<file path="src/rtl/writeback_unit.sv">
// Buffered writeback stage: queues completed instructions in a small FIFO and
// retires one per cycle as registered register-file / CPSR / PC write strobes.
module writeback_unit #(
  parameter int DATA_W     = 32,
  parameter int REG_ADDR_W = 4,
  parameter int DEPTH      = 4,
  parameter int CNT_W      = 16
) (
  input  logic                  clk,
  input  logic                  rst,
  input  logic                  in_valid,
  output logic                  in_ready,
  input  logic [3:0]            in_op,
  input  logic [REG_ADDR_W-1:0] in_rd,
  input  logic [DATA_W-1:0]     in_result,
  input  logic [DATA_W-1:0]     in_mem_val,
  input  logic [DATA_W-1:0]     in_md,
  input  logic [DATA_W-1:0]     in_cpsr,
  input  logic                  rf_busy,
  input  logic                  flush,
  output logic                  reg_write_en,
  output logic [REG_ADDR_W-1:0] reg_num,
  output logic [DATA_W-1:0]     reg_value,
  output logic                  cpsr_write_en,
  output logic [DATA_W-1:0]     cpsr_out,
  output logic                  pc_write_en,
  output logic [DATA_W-1:0]     pc_out,
  output logic [CNT_W-1:0]      retire_count,
  output logic                  err_illegal
);

  localparam int PTR_W = $clog2(DEPTH);
  localparam logic [PTR_W:0] FULL_CNT = (PTR_W+1)'(DEPTH);

  typedef enum logic [1:0] {K_ALU, K_CMP, K_JMP, K_LD} kind_e;

  // Only the one data word the op class needs is kept per entry.
  typedef struct packed {
    kind_e                 kind;
    logic [REG_ADDR_W-1:0] rd;
    logic [DATA_W-1:0]     value;
  } entry_t;

  entry_t           mem [DEPTH];
  entry_t           in_entry;
  entry_t           head;
  logic [PTR_W-1:0] wr_ptr;
  logic [PTR_W-1:0] rd_ptr;
  logic [PTR_W:0]   count;
  logic             full;
  logic             empty;
  logic             op_onehot;
  logic             accept;
  logic             push;
  logic             pop;
  logic             illegal;

  assign full      = (count == FULL_CNT);
  assign empty     = (count == '0);
  assign in_ready  = !full;
  assign op_onehot = (in_op != 4'd0) && ((in_op & (in_op - 4'd1)) == 4'd0);
  assign accept    = in_valid && !full && !flush;
  assign push      = accept && op_onehot;
  assign illegal   = accept && !op_onehot;
  assign pop       = !empty && !rf_busy && !flush;
  assign head      = mem[rd_ptr];

  // NOTE: every always_comb output gets a default first so no latch is inferred.
  always_comb begin
    in_entry.kind  = K_ALU;
    in_entry.rd    = in_rd;
    in_entry.value = in_result;
    if (in_op[3]) begin
      in_entry.kind  = K_LD;
      in_entry.value = in_mem_val;
    end else if (in_op[2]) begin
      in_entry.kind  = K_JMP;
      in_entry.value = in_md;
    end else if (in_op[1]) begin
      in_entry.kind  = K_CMP;
      in_entry.value = in_cpsr;
    end
  end

  // NOTE: storage has no reset; occupancy alone decides which entries are live.
  always_ff @(posedge clk) begin
    if (push) mem[wr_ptr] <= in_entry;
  end

  // NOTE: sequential state uses non-blocking assignments only.
  always_ff @(posedge clk or posedge rst) begin
    if (rst) begin
      wr_ptr <= '0;
      rd_ptr <= '0;
      count  <= '0;
    end else if (flush) begin
      wr_ptr <= '0;
      rd_ptr <= '0;
      count  <= '0;
    end else begin
      if (push) wr_ptr <= wr_ptr + PTR_W'(1);
      if (pop)  rd_ptr <= rd_ptr + PTR_W'(1);
      case ({push, pop})
        2'b10:   count <= count + (PTR_W+1)'(1);
        2'b01:   count <= count - (PTR_W+1)'(1);
        default: count <= count;
      endcase
    end
  end

  always_ff @(posedge clk or posedge rst) begin
    if (rst) begin
      err_illegal <= 1'b0;
    end else if (illegal) begin
      err_illegal <= 1'b1;
    end
  end

  // Strobes are single-cycle; data outputs hold their last written value.
  always_ff @(posedge clk or posedge rst) begin
    if (rst) begin
      reg_write_en  <= 1'b0;
      cpsr_write_en <= 1'b0;
      pc_write_en   <= 1'b0;
      reg_num       <= '0;
      reg_value     <= '0;
      cpsr_out      <= '0;
      pc_out        <= '0;
      retire_count  <= '0;
    end else begin
      reg_write_en  <= 1'b0;
      cpsr_write_en <= 1'b0;
      pc_write_en   <= 1'b0;
      if (pop) begin
        retire_count <= retire_count + CNT_W'(1);
        unique case (head.kind)
          K_ALU, K_LD: begin
            reg_write_en <= 1'b1;
            reg_num      <= head.rd;
            reg_value    <= head.value;
          end
          K_CMP: begin
            cpsr_write_en <= 1'b1;
            cpsr_out      <= head.value;
          end
          K_JMP: begin
            pc_write_en <= 1'b1;
            pc_out      <= head.value;
          end
        endcase
      end
    end
  end

endmodule

</file>
<file path="config.mk">
export PLATFORM = sky130hd
export DESIGN_NAME = writeback_unit
export DESIGN_NICKNAME = d
export VERILOG_FILES = /design/src/rtl/writeback_unit.sv
export SDC_FILE = /design/constraint.sdc
export NUM_CORES = 1
export LEC_CHECK = 0
export ABC_AREA = 1
export CAP_MARGIN = 20
export CORE_MARGIN = 1
export CORE_UTILIZATION = 45
export CTS_BUF_LIST = sky130_fd_sc_hd__clkbuf_4 sky130_fd_sc_hd__clkbuf_8
export DETAILED_ROUTE_END_ITERATION = 10
export GPL_ROUTABILITY_DRIVEN = 0
export PLACE_DENSITY_LB_ADDON = 0.2
export SLEW_MARGIN = 30
export SYNTH_ARGS = -nofsm -noshare
export SYNTH_HDL_FRONTEND = slang
export SYNTH_SLANG_ARGS = --single-unit
export TNS_END_PERCENT = 1
</file>
<file path="constraint.sdc">
create_clock -name clk -period 5.2 [get_ports clk]
set_clock_uncertainty 0.2 [all_clocks]
set_input_delay 0.78 -clock clk [delete_from_list [all_inputs] [get_ports clk]]
set_output_delay 0.78 -clock clk [all_outputs]
set_load 0.1 [all_outputs]
</file>
* Yosys cells after proc, flatten, opt, wreduce, memory -nomap -nowiden *
Memory sizes are Yosys's and may differ from the RTL's.
Index checks and enable logic that the tools add are counted.

cells by class
  add/sub/neg operators = 6
  eq/ne operators = 6
  mux-type cells = 20
  bitwise gates (word level) = 1
  reduce and logical (&&, ||, !) cells = 23

operator list
  operator                                          number
  two-way mux 32 bit                                3
  adder 16 x 1 -> 16 bit, second input constant     1
  two-way mux 2 bit                                 6
  two-way mux 1 bit                                 9
  logical AND 1 bit                                 7
  == test 2 bit, second input constant              3
  one-hot mux 3 bit (2 select lines)                1
  AND reduction 2 bit                               3
  zero test 1 bit                                   5
  adder 2 x 1 -> 2 bit, second input constant       2
  AND 4 bit                                         1
  == test 2 x 1 -> 1 bit, second input constant     2
  zero test 4 bit                                   1
  nonzero test 2 bit                                2
  nonzero test 4 bit                                1
  subtractor 4 x 1 -> 4 bit, second input constant  1
  adder 3 x 1 -> 3 bit, second input constant       1
  == test 3 bit, second input constant              1
  zero test 3 bit                                   1
  two-way mux 3 bit                                 1
  nonzero test 3 bit                                1
  subtractor 3 x 1 -> 3 bit, second input constant  1
  zero test 2 bit                                   1
  OR reduction 2 bit                                1

word-level totals
  bits in registers = 127
  bits in writable memories = 152
  bits of input ports = 141
  output and inout bits = 121
  word-level logic and storage cells = 69
  memories = 1

memories
  name  words  bits a word  rd ports  clocked after Yosys merged registers in  wr ports  RTL line  source
  mem   4      38           1         0                                        1         44        entry_t mem [DEPTH];

* Depth between registers and ports, before layout *
  word-level depth = 8
  gate-level depth with buffers = 15
  depth with buffers taken out = 14

* Worst setup path before layout *
Ideal clock, no wire load.

  path kind = input port to flip-flop
  start = input in_op[3]
  end = memory mem[0][0] (netlist name), enable pin
  library setup time = 0.433 ns
  arrival time = 3.054 ns
  required time = 4.567 ns
  setup slack = 1.513 ns
  stages on the path = 7
  buffers on the path = 1
  cell sequence = buf_2 > inv_2 > nand2_2 > nand2_1 > nand2_1 > nand3_2 > nor2_1

on the way
  longest elaborated chain between the ends = 7
  elaborated cells on any way between the ends = 8
  classes of those cells = add/sub: 1; mux: 2; bitwise: 1; reduce/logical: 4

ends and longest elaborated chain
  element                                      RTL line  source
  from (decl)                                  13        input logic [3:0] in_op,
  subtractor 4 x 1 -> 4 bit                    61        assign op_onehot = (in_op != 4'd0) && ((in_op & (in_op - 4'd1)) == 4'd0);
  AND 4 bit                                    61
  zero test 4 bit                              61
  logical AND 1 bit (*)                        61
  logical AND 1 bit (*)                        63        assign push = accept && op_onehot;
  two-way mux 1 bit (*)                        87        if (push) mem[wr_ptr] <= in_entry;
  two-way mux 1 bit (not written as such) (*)  87
  to (decl)                                    44

Every way passes the cells marked *; elsewhere a longest branch is shown, timed or not.

* Worst setup path in the final report *
  start = input in_op[3]
  end = memory mem[0][12] (netlist name), enable pin

The elaborated chain is that of the path after synthesis.

==> results.yml <==
route:
  wl_per_cell_um: 18.18
  first_pass_iters: 5
  ant_nets: 0
  drc: 0
  routed_wl_um: 28780
  vias: 8292
  drt_iter0_drc: 530
  routed_via_density: 5.238
yosys:
  synth_top_area_share_pct: 38.33
  synth.net_count: 1093
  synth-simple-area-share_pct: 10.86
  syn_area_per_cell_um2: 12.61
  yosysWarnings: 0
  synthMuxAreaShare_pct: 10.06
  synth-adder-area-share_pct: 0.9036
  synth_top_family_by_area: "simple AND/OR/NAND/NOR gates"
  syn_inst: 944
  synth_compound_area_share_pct: 8.101
  ys_types: 36
  synth-seq-area-share_pct: 65.02
  synthTopCellsByArea: "edfxtp_1, dfrtp_1, mux2_2"
  ys_seq_elements: 279
  synth_area_um2: 11910
  synth_xor_area_share_pct: 0.8091
  synth.largest_area_cell: "edfxtp_1"
clock_tree:
  cts.clk_slew.worst_paths_ns: 0.06
  cts_tree: "built"
  htree_levels: 2
  clkSinkCount: 279
  cts_resized: 0
  clock_latency_ns: 0.55
  clockBufferDepth: 3
  ctsHoldBuffers: 0
  cts-root-buf: "clkbuf_8"
  postCtsSetupBuffers: 0
  cts_made_buffers: 46
pwr:
  peakVddDrop_v: 0.0004792
  p_total_uw: 7427
  powerDensity_nw_per_um2: 474.0
  leakage_uw: 0.006234
finish:
  area_growth_pct: 31.57
  drive_gt1_share_pct: 17.23
  n_antenna_cell: 0
  design_area_um2: 15670
  nets: 1362
  fin_util_pct: 60.29
job:
  drv_cap: 0
global_routing:
  overflow: 0
  antenna_found_initial: 0
  grt_pass1_vias: 8297
  grt_max_degree: 78
  grt_pass1_wl_um: 44310
  grtUsageTotal_pct: 21.54
floorplan:
  start_util_pct: 45.83
  fp.dieW_um: 164.7
  dieArea_um2: 27120
  rows: 59
  dieHeight_um: 164.7
  io_pins: 262
  fp.coreArea_um2: 25980
placement:
  dp_hpwl_um: 19440
  placed_cell_area_um2: 14760
  port_buffers: 261
worst_setup_path:
  worstSetupStartpointType: "primary input"
  regToRegStartpoint: "rd_ptr[0]"
  cp_data_required_time_ns: 5.22
  cp.arrival_ns: 3.41
  ff2ff_path_depth: 10
  rrSetupSlack_ns: 1.98
  worstSetupEndpointType: "flip-flop"
  worstSetupPathType: "in2reg"
  critPathLaunch: "in_op[3]"
  path_max_fanout: 34
  r2r-end: "reg_value[26]"
  crit_path_end: "mem[0][12]"
worst_hold_path:
  hold_class: "reg2reg"
  whs_path_depth: 1
timing:
  fmax_ghz: 0.2953
  setup_tns_ns: 0
  period_needed_ns: 3.386
  fin_crit_sh_pct: 65.12
  max_slew.worst_pin.slew_ns: 1.022
  setup_viol: 0
  rsz0062_at_grt: "no"
  hold_viol: 0
  final_max_slew_viol_count: 0
  max_slew_margin_pct: 31.64
run_status:
  outcome: "completed"
cells in the mapped netlist (all sizes together):
cell / instances
a21o: 1
a21oi: 7
a32oi: 2
buf: 23
clkbuf: 33
clkinv: 1
dfrtp: 127
edfxtp: 152
fa: 1
ha: 7
inv: 34
mux2: 100
nand2: 85
nand3: 49
nand4: 6
nor2: 152
nor3: 5
nor4: 1
o21ai: 79
o22ai: 36
o311ai: 32
xnor2: 6
xor2: 5
worst max-delay path, stage by stage:
cell and delay, ns:
clkdlybuf4s50_1 0.43, inv_2 0.49, nand2_2 0.16, nand2_1 0.18, nand3_2 0.29, nor2_4 0.64
buf_4 0.41
final cells by class:
cell class              count  area (um^2)
clock inverters            15        70.07
multi-input cells         574         3690
clock buffers              68        835.8
repair buffers            277         2768
inverters                  35        141.4
flip-flops and latches    279         7744
well taps                 335        419.2
fillers                  2061        10320
how the worst min path moves through the flow:
stage	start	to	slack, ns
floorplan	wr_ptr[0]	wr_ptr[0]	0.31
global placement	retire_count[14]	retire_count[14]	0.29
detailed placement	pc_out[29]	pc_out[29]	0.30
CTS	pc_out[29]	pc_out[29]	0.31
global route	pc_out[29]	pc_out[29]	0.32
finish	pc_out[10]	pc_out[10]	0.31
state kept, by name, indices dropped and copies added, names as in the netlist, 2 cells and up:
name          count
mem             152
cpsr_out         32
pc_out           32
reg_value        32
retire_count     16
reg_num           4
count             3
rd_ptr            2
wr_ptr            2
where the power goes:
group | internal [uW] | leakage (uW) | switching, uW
sequential | 2610 | 0.00306 | 158
combinational | 700 | 0.00269 | 2100
clock | 1030 | 0.000488 | 831
total | 4330 | 0.00623 | 3090
stage by stage:
stage / std cells / hold WS (ns) / setup slack (ns)
5_1_grt: 1583 / 0.3233 / 1.627
3_5_place_dp: 1500 / 0.2964 / 1.254
2_1_floorplan: 944 / 0.3146 / 0.8357
6_report: 1583 / 0.3058 / 1.814
4_1_cts: 1583 / 0.3112 / 1.820
3_3_place_gp: 1498 / 0.2882 / 1.261
cells in the final DEF (no fill, tap or decap), types with 30 or more instances in the layout:
| cell | Yosys | final |
|---|---|---|
| dfrtp_1 | 127 | 126 |
| nand3_1 | 47 | 47 |
| nand2_1 | 81 | 81 |
| mux2_2 | 79 | 79 |
| edfxtp_1 | 152 | 152 |
| nor2_1 | 146 | 142 |
| clkbuf_8 | 0 | 52 |
| o22ai_1 | 36 | 36 |
| inv_1 | 31 | 30 |
| o21ai_0 | 79 | 79 |
| clkdlybuf4s50_1 | 0 | 260 |
metal layers:
metal	up-vias	track usage (%)	wire, um
met5	-	0	0
met2	327	33.80	13030
li1	3928	-	-
met3	51	4.621	2079
met4	0	6.964	607
met1	3986	29.84	13070
cell families after synthesis:
| kind of cell | after synthesis |
|---|---|
| compound gates | 157 |
| mux | 100 |
| flops | 279 |
| buf+inv | 91 |
| xor+xnor | 11 |
| simple gates | 298 |
| fa+ha+maj | 8 |
Note: power is estimated with default switching activity, not from simulation.
